==> config.mk <==
export PLATFORM = sky130hd
export DESIGN_NAME = ln_mcif_wr
export DESIGN_NICKNAME = d
export VERILOG_FILES = /design/src/rtl/ln_mcif_wr.sv
export SDC_FILE = /design/constraint.sdc
export NUM_CORES = 1
export LEC_CHECK = 0
export ABC_AREA = 1
export CORE_AREA = 8 8 244 246
export DETAILED_ROUTE_END_ITERATION = 12
export DIE_AREA = 0 0 252 254
export PLACE_DENSITY_LB_ADDON = 0.25
export SLEW_MARGIN = 20
export SYNTH_ARGS = -nofsm -noshare
export SYNTH_HDL_FRONTEND = slang
export SYNTH_SLANG_ARGS = --single-unit
==> constraint.sdc <==
create_clock -name clk -period 3.9 [get_ports clk]
set_input_delay 1.17 -clock clk [delete_from_list [all_inputs] [get_ports clk]]
set_output_delay 1.17 -clock clk [all_outputs]
set_load 0.01 [all_outputs]
==> src/rtl/ln_mcif_wr.sv <==
// LN write DMA to AXI write bridge: splits a command/data request stream into
// AW and W channels and tracks outstanding B responses for nonposted completion.
module ln_mcif_wr #(
  parameter  int DW      = 256,
  parameter  int LEN_W   = 4,
  parameter  int MAX_OST = 8,
  localparam int PDW     = 2 + LEN_W + 32 + DW,
  localparam int OW      = $clog2(MAX_OST) + 1
) (
  input  logic              clk,
  input  logic              rst,
  input  logic              wr_req_vld,
  output logic              wr_req_rdy,
  input  logic [PDW-1:0]    wr_req_pd,
  output logic              wr_rsp_complete,
  output logic              awvalid,
  input  logic              awready,
  output logic [31:0]       awaddr,
  output logic [7:0]        awlen,
  output logic [2:0]        awsize,
  output logic [1:0]        awburst,
  output logic              wvalid,
  input  logic              wready,
  output logic [DW-1:0]     wdata,
  output logic [DW/8-1:0]   wstrb,
  output logic              wlast,
  input  logic              bvalid,
  output logic              bready,
  input  logic [1:0]        bresp,
  output logic              wr_err,
  output logic [OW-1:0]     ost_cnt
);

  typedef enum logic {S_CMD, S_DATA} state_t;

  state_t           r_state, w_state_next;
  logic             r_aw_vld;
  logic [31:0]      r_awaddr;
  logic [LEN_W-1:0] r_awlen;
  logic [LEN_W-1:0] r_beat;
  logic             r_pending_np;
  logic             r_complete;
  logic             r_err;
  logic [OW-1:0]    r_ost;

  logic             w_is_cmd;
  logic [31:0]      w_cmd_addr;
  logic [LEN_W-1:0] w_cmd_len;
  logic             w_cmd_np;
  logic [31:0]      w_cmd_base;
  logic             w_cmd_acc;
  logic             w_beat_hs;
  logic             w_dec;
  logic [OW-1:0]    w_ost_next;
  logic             w_done;
  logic             w_unused_pd;

  assign w_is_cmd    = wr_req_pd[PDW-1];
  assign w_cmd_addr  = wr_req_pd[31:0];
  assign w_cmd_len   = wr_req_pd[32 +: LEN_W];
  assign w_cmd_np    = wr_req_pd[32 + LEN_W];
  assign w_cmd_base  = wr_req_pd[33 + LEN_W +: 32];
  // Payload bits between the data field and the flag carry nothing.
  assign w_unused_pd = ^wr_req_pd;

  always_ff @(posedge clk) begin
    if (rst) r_state <= S_CMD;
    else     r_state <= w_state_next;
  end

  always_comb begin
    w_state_next = r_state;
    wr_req_rdy   = 1'b0;
    wvalid       = 1'b0;
    wlast        = 1'b0;
    w_cmd_acc    = 1'b0;
    w_beat_hs    = 1'b0;
    if (!rst) begin
      case (r_state)
        S_CMD: begin
          wr_req_rdy = !r_aw_vld && (r_ost < OW'(MAX_OST));
          w_cmd_acc  = wr_req_vld && wr_req_rdy && w_is_cmd;
          if (w_cmd_acc) w_state_next = S_DATA;
        end
        S_DATA: begin
          wvalid     = wr_req_vld;
          wr_req_rdy = wready;
          wlast      = (r_beat == r_awlen);
          w_beat_hs  = wvalid && wready;
          if (w_beat_hs && wlast) w_state_next = S_CMD;
        end
        default: w_state_next = S_CMD;
      endcase
    end
  end

  // Responses that arrive with nothing outstanding (e.g. after a reset) are dropped.
  assign w_dec = bvalid && (r_ost != '0);

  always_comb begin
    w_ost_next = r_ost;
    case ({w_cmd_acc, w_dec})
      2'b10:   w_ost_next = r_ost + OW'(1);
      2'b01:   w_ost_next = r_ost - OW'(1);
      default: w_ost_next = r_ost;
    endcase
  end

  assign w_done = r_pending_np && (w_ost_next == '0);

  always_ff @(posedge clk) begin
    if (rst) begin
      r_aw_vld     <= 1'b0;
      r_awaddr     <= '0;
      r_awlen      <= '0;
      r_beat       <= '0;
      r_pending_np <= 1'b0;
      r_complete   <= 1'b0;
      r_err        <= 1'b0;
      r_ost        <= '0;
    end else begin
      r_ost      <= w_ost_next;
      r_complete <= w_done;
      if (w_cmd_acc) begin
        r_awaddr <= w_cmd_base + w_cmd_addr;
        r_awlen  <= w_cmd_len;
        r_beat   <= '0;
        r_aw_vld <= 1'b1;
      end else if (r_aw_vld && awready) begin
        r_aw_vld <= 1'b0;
      end
      if (w_beat_hs && !wlast) r_beat <= r_beat + LEN_W'(1);
      if (w_cmd_acc && w_cmd_np) r_pending_np <= 1'b1;
      else if (w_done)           r_pending_np <= 1'b0;
      if (bvalid && (bresp != 2'b00)) r_err <= 1'b1;
    end
  end

  assign awvalid         = r_aw_vld;
  assign awaddr          = r_awaddr;
  assign awlen           = 8'(r_awlen);
  assign awsize          = 3'($clog2(DW/8));
  assign awburst         = 2'b01;
  assign wdata           = wr_req_pd[DW-1:0];
  assign wstrb           = '1;
  assign bready          = 1'b1;
  assign ost_cnt         = r_ost;
  assign wr_err          = r_err;
  assign wr_rsp_complete = r_complete;

endmodule

Word-level counts from Yosys, hierarchy flattened
Index checks and enable logic that the tools add are counted.
Widths: inputs -> output; s select.
{"block": "op_classes", "n_addsub": 4, "multipliers": 0, "div_mod_pow": 0, "n_lt_le_gt_ge": 1, "eq_ne": 3, "shifts": 0, "mux": 20, "bitwise": 1, "n_reduce_logical": 19}
{"operator": "$add 32x32->32", "count": 1}
{"operator": "$mux 1", "count": 15}
{"operator": "$logic_and 1x1->1", "count": 11}
{"operator": "$add 4x1->4 const B", "count": 2}
{"operator": "$mux 4", "count": 2}
{"operator": "$pmux 4 s2", "count": 1}
{"operator": "$reduce_bool 2->1", "count": 4}
{"operator": "$eq 4x4->1", "count": 1}
{"operator": "$logic_not 4->1", "count": 1}
{"operator": "$lt 4x4->1 const B", "count": 1}
{"operator": "$pmux 1 s2", "count": 2}
{"operator": "$reduce_bool 4->1", "count": 1}
{"operator": "$sub 4x1->4 const B", "count": 1}
{"operator": "$eq 2x1->1 const B", "count": 1}
{"operator": "$eq 2x2->1 const B", "count": 1}
{"operator": "$logic_not 1->1", "count": 2}
{"operator": "$not 1->1", "count": 1}
{"block": "word_totals", "ff_bits": 49, "latch_bits": 0, "mem_bits_rw": 0, "romBits": 0, "output_inout_bits": 344, "elab_cells": 57, "memories": 0}

Longest topological paths before layout
Gate-level depths: netlist of run 1.
{"block": "depth", "ltp_word": 12, "ltp_mapped": 17, "mapped_depth_nobuf": 16}

Least setup slack after synthesis of run 1
No wires, ideal clock.
{"block": "synth_path", "path_kind": "input-to-reg", "startpoint": "input port wr_req_pd[293]", "endpoint": "register r_pending_np", "setup_time_ps": 112, "t_arrival_ps": 2847, "slack_ps": 941, "cell_stages": 15, "n_path_buf": 1, "path_cell_list": "nand2_1 > nor2_8 > nand2_8 > buf_6 > ha_1 > nand2_1 > inv_1 > nor2_1 > ha_1 > mux2i_1 > nand2_1 > nor2_1 > nand3_1 > nand2_1 > nand2_1"}
{"block": "synth_between", "elab_chain_cells": 8, "elab_cells_between_ends": 11, "cone_classes": "2 x eq/ne; 4 x mux; 5 x reduce/logical"}
{"element": "start: declaration", "line_no": "14", "rtl": "input logic [PDW-1:0] wr_req_pd,"}
{"element": "$logic_and 1x1->1 *", "line_no": "82", "rtl": "w_cmd_acc = wr_req_vld && wr_req_rdy && w_is_cmd;"}
{"element": "$mux 1 *", "line_no": "79", "rtl": "case (r_state)"}
{"element": "$mux 1 *", "line_no": "78", "rtl": "if (!rst) begin"}
{"element": "$eq 2x1->1 or $eq 2x2->1 (tied branches)", "line_no": "102", "rtl": "case ({w_cmd_acc, w_dec})"}
{"element": "$pmux 4 s2", "line_no": "102"}
{"element": "$logic_not 4->1", "line_no": "109", "rtl": "assign w_done = r_pending_np && (w_ost_next == '0);"}
{"element": "$logic_and 1x1->1", "line_no": "109"}
{"element": "$reduce_bool 2->1 (no source line)"}
{"element": "end signal: assignment", "line_no": "117", "rtl": "r_pending_np <= 1'b0;"}
{"element": "end signal: assignment", "line_no": "133", "rtl": "if (w_cmd_acc && w_cmd_np) r_pending_np <= 1'b1;"}
{"element": "end signal: assignment", "line_no": "134", "rtl": "else if (w_done) r_pending_np <= 1'b0;"}
{"element": "end: declaration", "line_no": "41", "rtl": "logic r_pending_np;"}
Every way passes the cells marked *; elsewhere a longest branch is shown, timed or not.
A chain may end at the register's enable or synchronous reset.

Final worst setup path of run 1
{"block": "layout_path", "startpoint": "input port rst", "endpoint": "output port wr_req_rdy"}
{"block": "layout_between", "elab_chain_cells": 1}
{"element": "start: declaration", "line_no": "11", "rtl": "input logic rst,"}
{"element": "$mux 1", "line_no": "78"}
{"element": "end: declaration", "line_no": "13", "rtl": "output logic wr_req_rdy,"}
No other way between the ends.

==> results.yml, run 1 <==
outcome:
  status: "completed"
clocking:
  htree_levels: 2
  cts_buffer_depth: 2
  cts_tree: "yes"
  cts_setup_buffers: 0
  cts_resized: 0
  cts_made_buffers: 5
  clkTransAtPathRegs_ps: 60
  holdBufCountCts: 0
  cts_root_buffer: "clkbuf_16"
  clock_latency_ps: 300
  cts_sinks: 49
final_layout:
  final_common_cell: "nand2_1"
  nNetsFinal: 1329
  areaGrowthSynthToFinish_pct: 13.6
  fillers: 6584
  antennaDiodeCount: 0
  final_cell_mix: "nand2_1 (277), clkdlybuf4s50_1 (192), inv_1 (139)"
  drive_above_1_share: 0.0302
critical_path:
  crit_type: "in2out"
  arrival_ps: 2520
  critPathMaxFanout: 5
  cp-end-kind: "primary output"
  worstSetupStartpointType: "input port"
  crit_required_ps: 2730
synth:
  yosys.area.top_type: "buf_4"
  ys_async_sr_fraction: 0
  syn_inst: 1056
  netlist_area_um2: 6660
  synth_edf_count: 0
  ys_seq_area_frac: 0.147
  synth_flop_cell: "dfxtp_1"
  yosysTopAreaCellShare: 0.337
  ys_ff_latch: 49
  ys_types: 36
  synth_area_leaders: "buf_4 (34%), nand2_1 (16%), dfxtp_1 (15%)"
  syn_avg_cell_area_um2: 6.31
  ys_warn_count: 0
routing:
  avgViaCountPerCell: 3.11
  first_pass_iters: 7
  wl_per_cell_um: 15.1
  vias: 5437
  drtIter0Drc: 191
  drt_wl_total_um: 26300
  ant_nets: 0
  drc: 0
floorplan:
  core.rowCount: 87
  start_util: 0.119
  dieArea_um2: 64000
  core_area_um2: 55700
  ios: 646
  die_x_um: 252
  die_h_um: 254
job:
  drv_cap: 0
timing:
  worst_pin_slew_ps: 524
  fmax_mhz: 271
  rsz0062_at_grt: "no"
  setup_slack_ps: 207
  tns_ps: 0
  period_needed_ps: 3690
  min_period_over_period: 0.947
  hold_viol_final: 0
  fin_hold_ws_ps: 448
  slew-limit-headroom: 0.651
  drv_slew: 0
  skew_ps: 8.46
  setup_violations: 0
worst_hold_path:
  hold_class: "reg2reg"
global_routing:
  grt_max_degree: 42
  antenna_found_initial: 0
  grt_pass1_vias: 5714
  grt_pass1_wl_um: 37300
  grt_overflow: 0
  track_usage: 0.0783
pwr:
  total_power_mw: 2.31
  ir_drop_mv: 0.148
  p_per_area_nw_per_um2: 306
  p_leak_nw: 3.59
placed_design:
  place.gp.congestion: 0.776
  post-place-ws_ps: 106
  io_buffers: 192
  post-dp-hpwl_um: 23200
routing by layer:
metal  up-vias  track usage  wire length (µm)
li1       2752            -                 -
met1      2272       0.0868             10500
met2       322        0.132             12400
met3        89       0.0317              2480
met4         2       0.0299               919
met5         -      0.00772                62
flip-flops by register name (all words and copies together), names as in the netlist:
| signal | flops |
|---|---|
| r_pending_np | 1 |
| ost_cnt | 4 |
| r_state | 1 |
| r_awlen | 4 |
| awaddr | 32 |
| r_beat | 4 |
| wr_rsp_complete | 1 |
| wr_err | 1 |
| awvalid | 1 |
cells by family after synthesis:
kind of cell	share of synthesized area
other cells	0.00113
mux	0.00150
xor+xnor	0.0289
buf+inv	0.430
simple gates	0.265
fa+ha+maj	0.0688
flops	0.147
compound gates	0.0565
cells in the mapped netlist, types with 4 or more instances:
library cell / count
a21oi_1: 33
nand3_1: 51
dfxtp_1: 49
inv_1: 139
xor2_1: 5
nand4_1: 4
nand3_2: 9
xnor2_1: 17
nor3_1: 6
nand2_1: 277
o21ai_0: 17
o21ai_1: 13
nor2_1: 72
ha_1: 35
buf_4: 299
layout make-up:
type,instances,area (µm²),area share
clock buffers,5,125,0.0165
clock inverters,3,43.8,0.00579
inverters,143,549,0.0726
multi-input cells,595,2960,0.392
flip-flops and latches,49,981,0.130
well taps,756,946,0.125
repair buffers,197,1960,0.259
critical path: stages:
cell             delay (ps)
clkdlybuf4s50_1         470
inv_2                    90
nand2_2                  70
o22ai_1                 150
clkdlybuf4s50_1         560
stage by stage:
stage,utilization,cells,instance area (µm²)
6_report,0.136,1748,7570
5_1_grt,0.136,1748,7570
4_1_cts,0.136,1748,7570
3_5_place_dp,0.133,1740,7400
3_3_place_gp,0.133,1740,7400
2_1_floorplan,-,1096,6810
worst paths after layout:
path | startpoint | to | slack (ps) | cells after the start
worst max register to register | ost_cnt[3]$_SDFF_PP0_ | r_pending_np$_SDFFE_PP0P_ | 1490 | 14
worst min-delay path | wr_err$_SDFFE_PP0P_ | wr_err$_SDFFE_PP0P_ | 450 | 2
worst min register to register | wr_err$_SDFFE_PP0P_ | wr_err$_SDFFE_PP0P_ | 450 | 2
worst max-delay path | rst | wr_req_rdy | 210 | 5
where the power goes:
group | switching, mW | internal, mW
Combinational | 0.655 | 0.507
Clock | 0.213 | 0.305
Sequential | 0.0560 | 0.577
Total | 0.924 | 1.39
Note: power is estimated with default switching activity, not from simulation.
==> run 2, diff against run 1 <==
--- a/config.mk
+++ b/config.mk
@@ -6,9 +6,9 @@
 export NUM_CORES = 1
 export LEC_CHECK = 0
 export ABC_AREA = 1
-export CORE_AREA = 8 8 244 246
+export CORE_AREA = 2 2 253 255
 export DETAILED_ROUTE_END_ITERATION = 12
-export DIE_AREA = 0 0 252 254
+export DIE_AREA = 0 0 255 257
 export PLACE_DENSITY_LB_ADDON = 0.25
 export SLEW_MARGIN = 20
 export SYNTH_ARGS = -nofsm -noshare
==> run 2 against run 1 <==
Effect of this change: setup slack improved by 47 ps; sequential cell count did not move; wire length fell by 2.5%; first-iteration DRC count fell by 8.9%; clock skew fell by 1.5 ps; global-route usage fell by 0.21 points; combinational power barely moved; sequential power rose by 0.6%; critical path depth fell by 1; fmax rose by 1.3%; register-to-register slack got worse by 40 ps.
==> results.yml, run 2 (synthesized netlist as in run 1, its figures left out) <==
global_routing:
  grt_max_degree: 42
  grt_pass1_vias: 5415
  grt_pass1_wl_um: 36100
  track_usage: 0.0761
  antenna_found_initial: 1
  grt_overflow: 0
timing:
  tns_ps: 0
  min_period_over_period: 0.935
  slew-limit-headroom: 0.650
  hold_viol_final: 0
  drv_slew: 0
  period_needed_ps: 3650
  skew_ps: 7.01
  rsz0062_at_grt: "no"
  setup_violations: 0
  fmax_mhz: 274
  worst_pin_slew_ps: 525
clocking:
  cts_sinks: 49
  cts_tree: "yes"
  cts_resized: 0
  clkTransAtPathRegs_ps: 70
  clock_latency_ps: 300
  cts_root_buffer: "clkbuf_16"
  cts_setup_buffers: 0
  holdBufCountCts: 0
  cts_made_buffers: 5
  htree_levels: 2
  cts_buffer_depth: 2
floorplan:
  dieArea_um2: 65500
  core_area_um2: 62700
  core.rowCount: 92
  die_x_um: 255
  start_util: 0.106
  ios: 646
  die_h_um: 257
final_layout:
  final_cell_mix: "nand2_1 (277), clkdlybuf4s50_1 (192), inv_1 (139)"
  final_common_cell: "nand2_1"
  nNetsFinal: 1329
  antennaDiodeCount: 0
  largest_reg_flops: 32
  fillers: 7338
  areaGrowthSynthToFinish_pct: 15.0
  drive_above_1_share: 0.0302
placed_design:
  io_buffers: 192
  place.gp.congestion: 0.742
  post-dp-hpwl_um: 22600
routing:
  drc: 0
  wl_per_cell_um: 14.0
  ant_nets: 0
  avgViaCountPerCell: 2.92
  vias: 5373
  drt_wl_total_um: 25700
  drtIter0Drc: 174
  first_pass_iters: 4
critical_path:
  crit_required_ps: 2730
  critPathMaxFanout: 8
  crit_type: "in2out"
  cp-end-kind: "primary output"
  worstSetupStartpointType: "input port"
  arrival_ps: 2480
  reg2reg_setup_slack_ps: 1450
pwr:
  total_power_mw: 2.26
  p_leak_nw: 3.57
  ir_drop_mv: 0.133
  p_per_area_nw_per_um2: 295
job:
  drv_cap: 0
worst_hold_path:
  hold_class: "reg2reg"
outcome:
  status: "completed"
run 2: changes by cell type in the layout (fill, tap and decap cells not counted), sizes merged:
cell,delta
bufinv,-1
clkinv,-1
clkinvlp,+2
run 2: report_power, final:
group	total [mW]	internal, mW	switching [mW]
Combinational	1.16	0.506	0.654
Sequential	0.637	0.577	0.0598
Clock	0.465	0.243	0.222
run 2: critical path: stages:
cell	delay (ps)
clkdlybuf4s50_1	440
buf_4	190
o22ai_1	120
clkdlybuf4s50_1	560
run 2: routing by layer:
layer	vias up	GRT usage	wire length, µm
met5	-	0	7
met2	262	0.129	12000
met4	2	0.0247	722
li1	2753	-	-
met3	59	0.0283	2280
met1	2297	0.0879	10700
run 2: final cells by class:
class                   instances  area (µm²)  area share
repair buffers                197        1960       0.256
inverters                     143         549      0.0717
multi-input cells             595        2960       0.387
flip-flops and latches         49         981       0.128
clock buffers                   5         125      0.0163
well taps                     846        1060       0.138
clock inverters                 3        26.3     0.00343
run 2: path summary, 6_finish.rpt:
kind                                       startpoint  cells after the start                   endpoint
worst max-delay path                              rst                      4                 wr_req_rdy
worst min-delay path              wr_err$_SDFFE_PP0P_                      2        wr_err$_SDFFE_PP0P_
worst max register to register  ost_cnt[3]$_SDFF_PP0_                     14  r_pending_np$_SDFFE_PP0P_
worst min register to register    wr_err$_SDFFE_PP0P_                      2        wr_err$_SDFFE_PP0P_
run 2: per-stage QoR:
stage | setup slack [ps] | area, µm² | utilization | hold WS (ps) | std cells
3_5_place_dp | 111 | 7510 | 0.120 | 447 | 1830
3_3_place_gp | 89.6 | 7510 | 0.120 | 440 | 1830
5_1_grt | 175 | 7660 | 0.122 | 491 | 1838
6_report | 253 | 7660 | 0.122 | 453 | 1838
2_1_floorplan | 941 | 6810 | - | 432 | 1096
4_1_cts | 240 | 7660 | 0.122 | 458 | 1838
==> run 3, diff against run 2 <==
--- a/config.mk
+++ b/config.mk
@@ -7,8 +7,10 @@
 export LEC_CHECK = 0
 export ABC_AREA = 1
 export CORE_AREA = 2 2 253 255
+export CTS_CLUSTER_DIAMETER = 60
 export DETAILED_ROUTE_END_ITERATION = 12
 export DIE_AREA = 0 0 255 257
+export HOLD_SLACK_MARGIN = 0.03
 export PLACE_DENSITY_LB_ADDON = 0.25
 export SLEW_MARGIN = 20
 export SYNTH_ARGS = -nofsm -noshare
==> results of run 3 <==
Same layout as run 2: the final DEF is identical, and so are final timing and power.
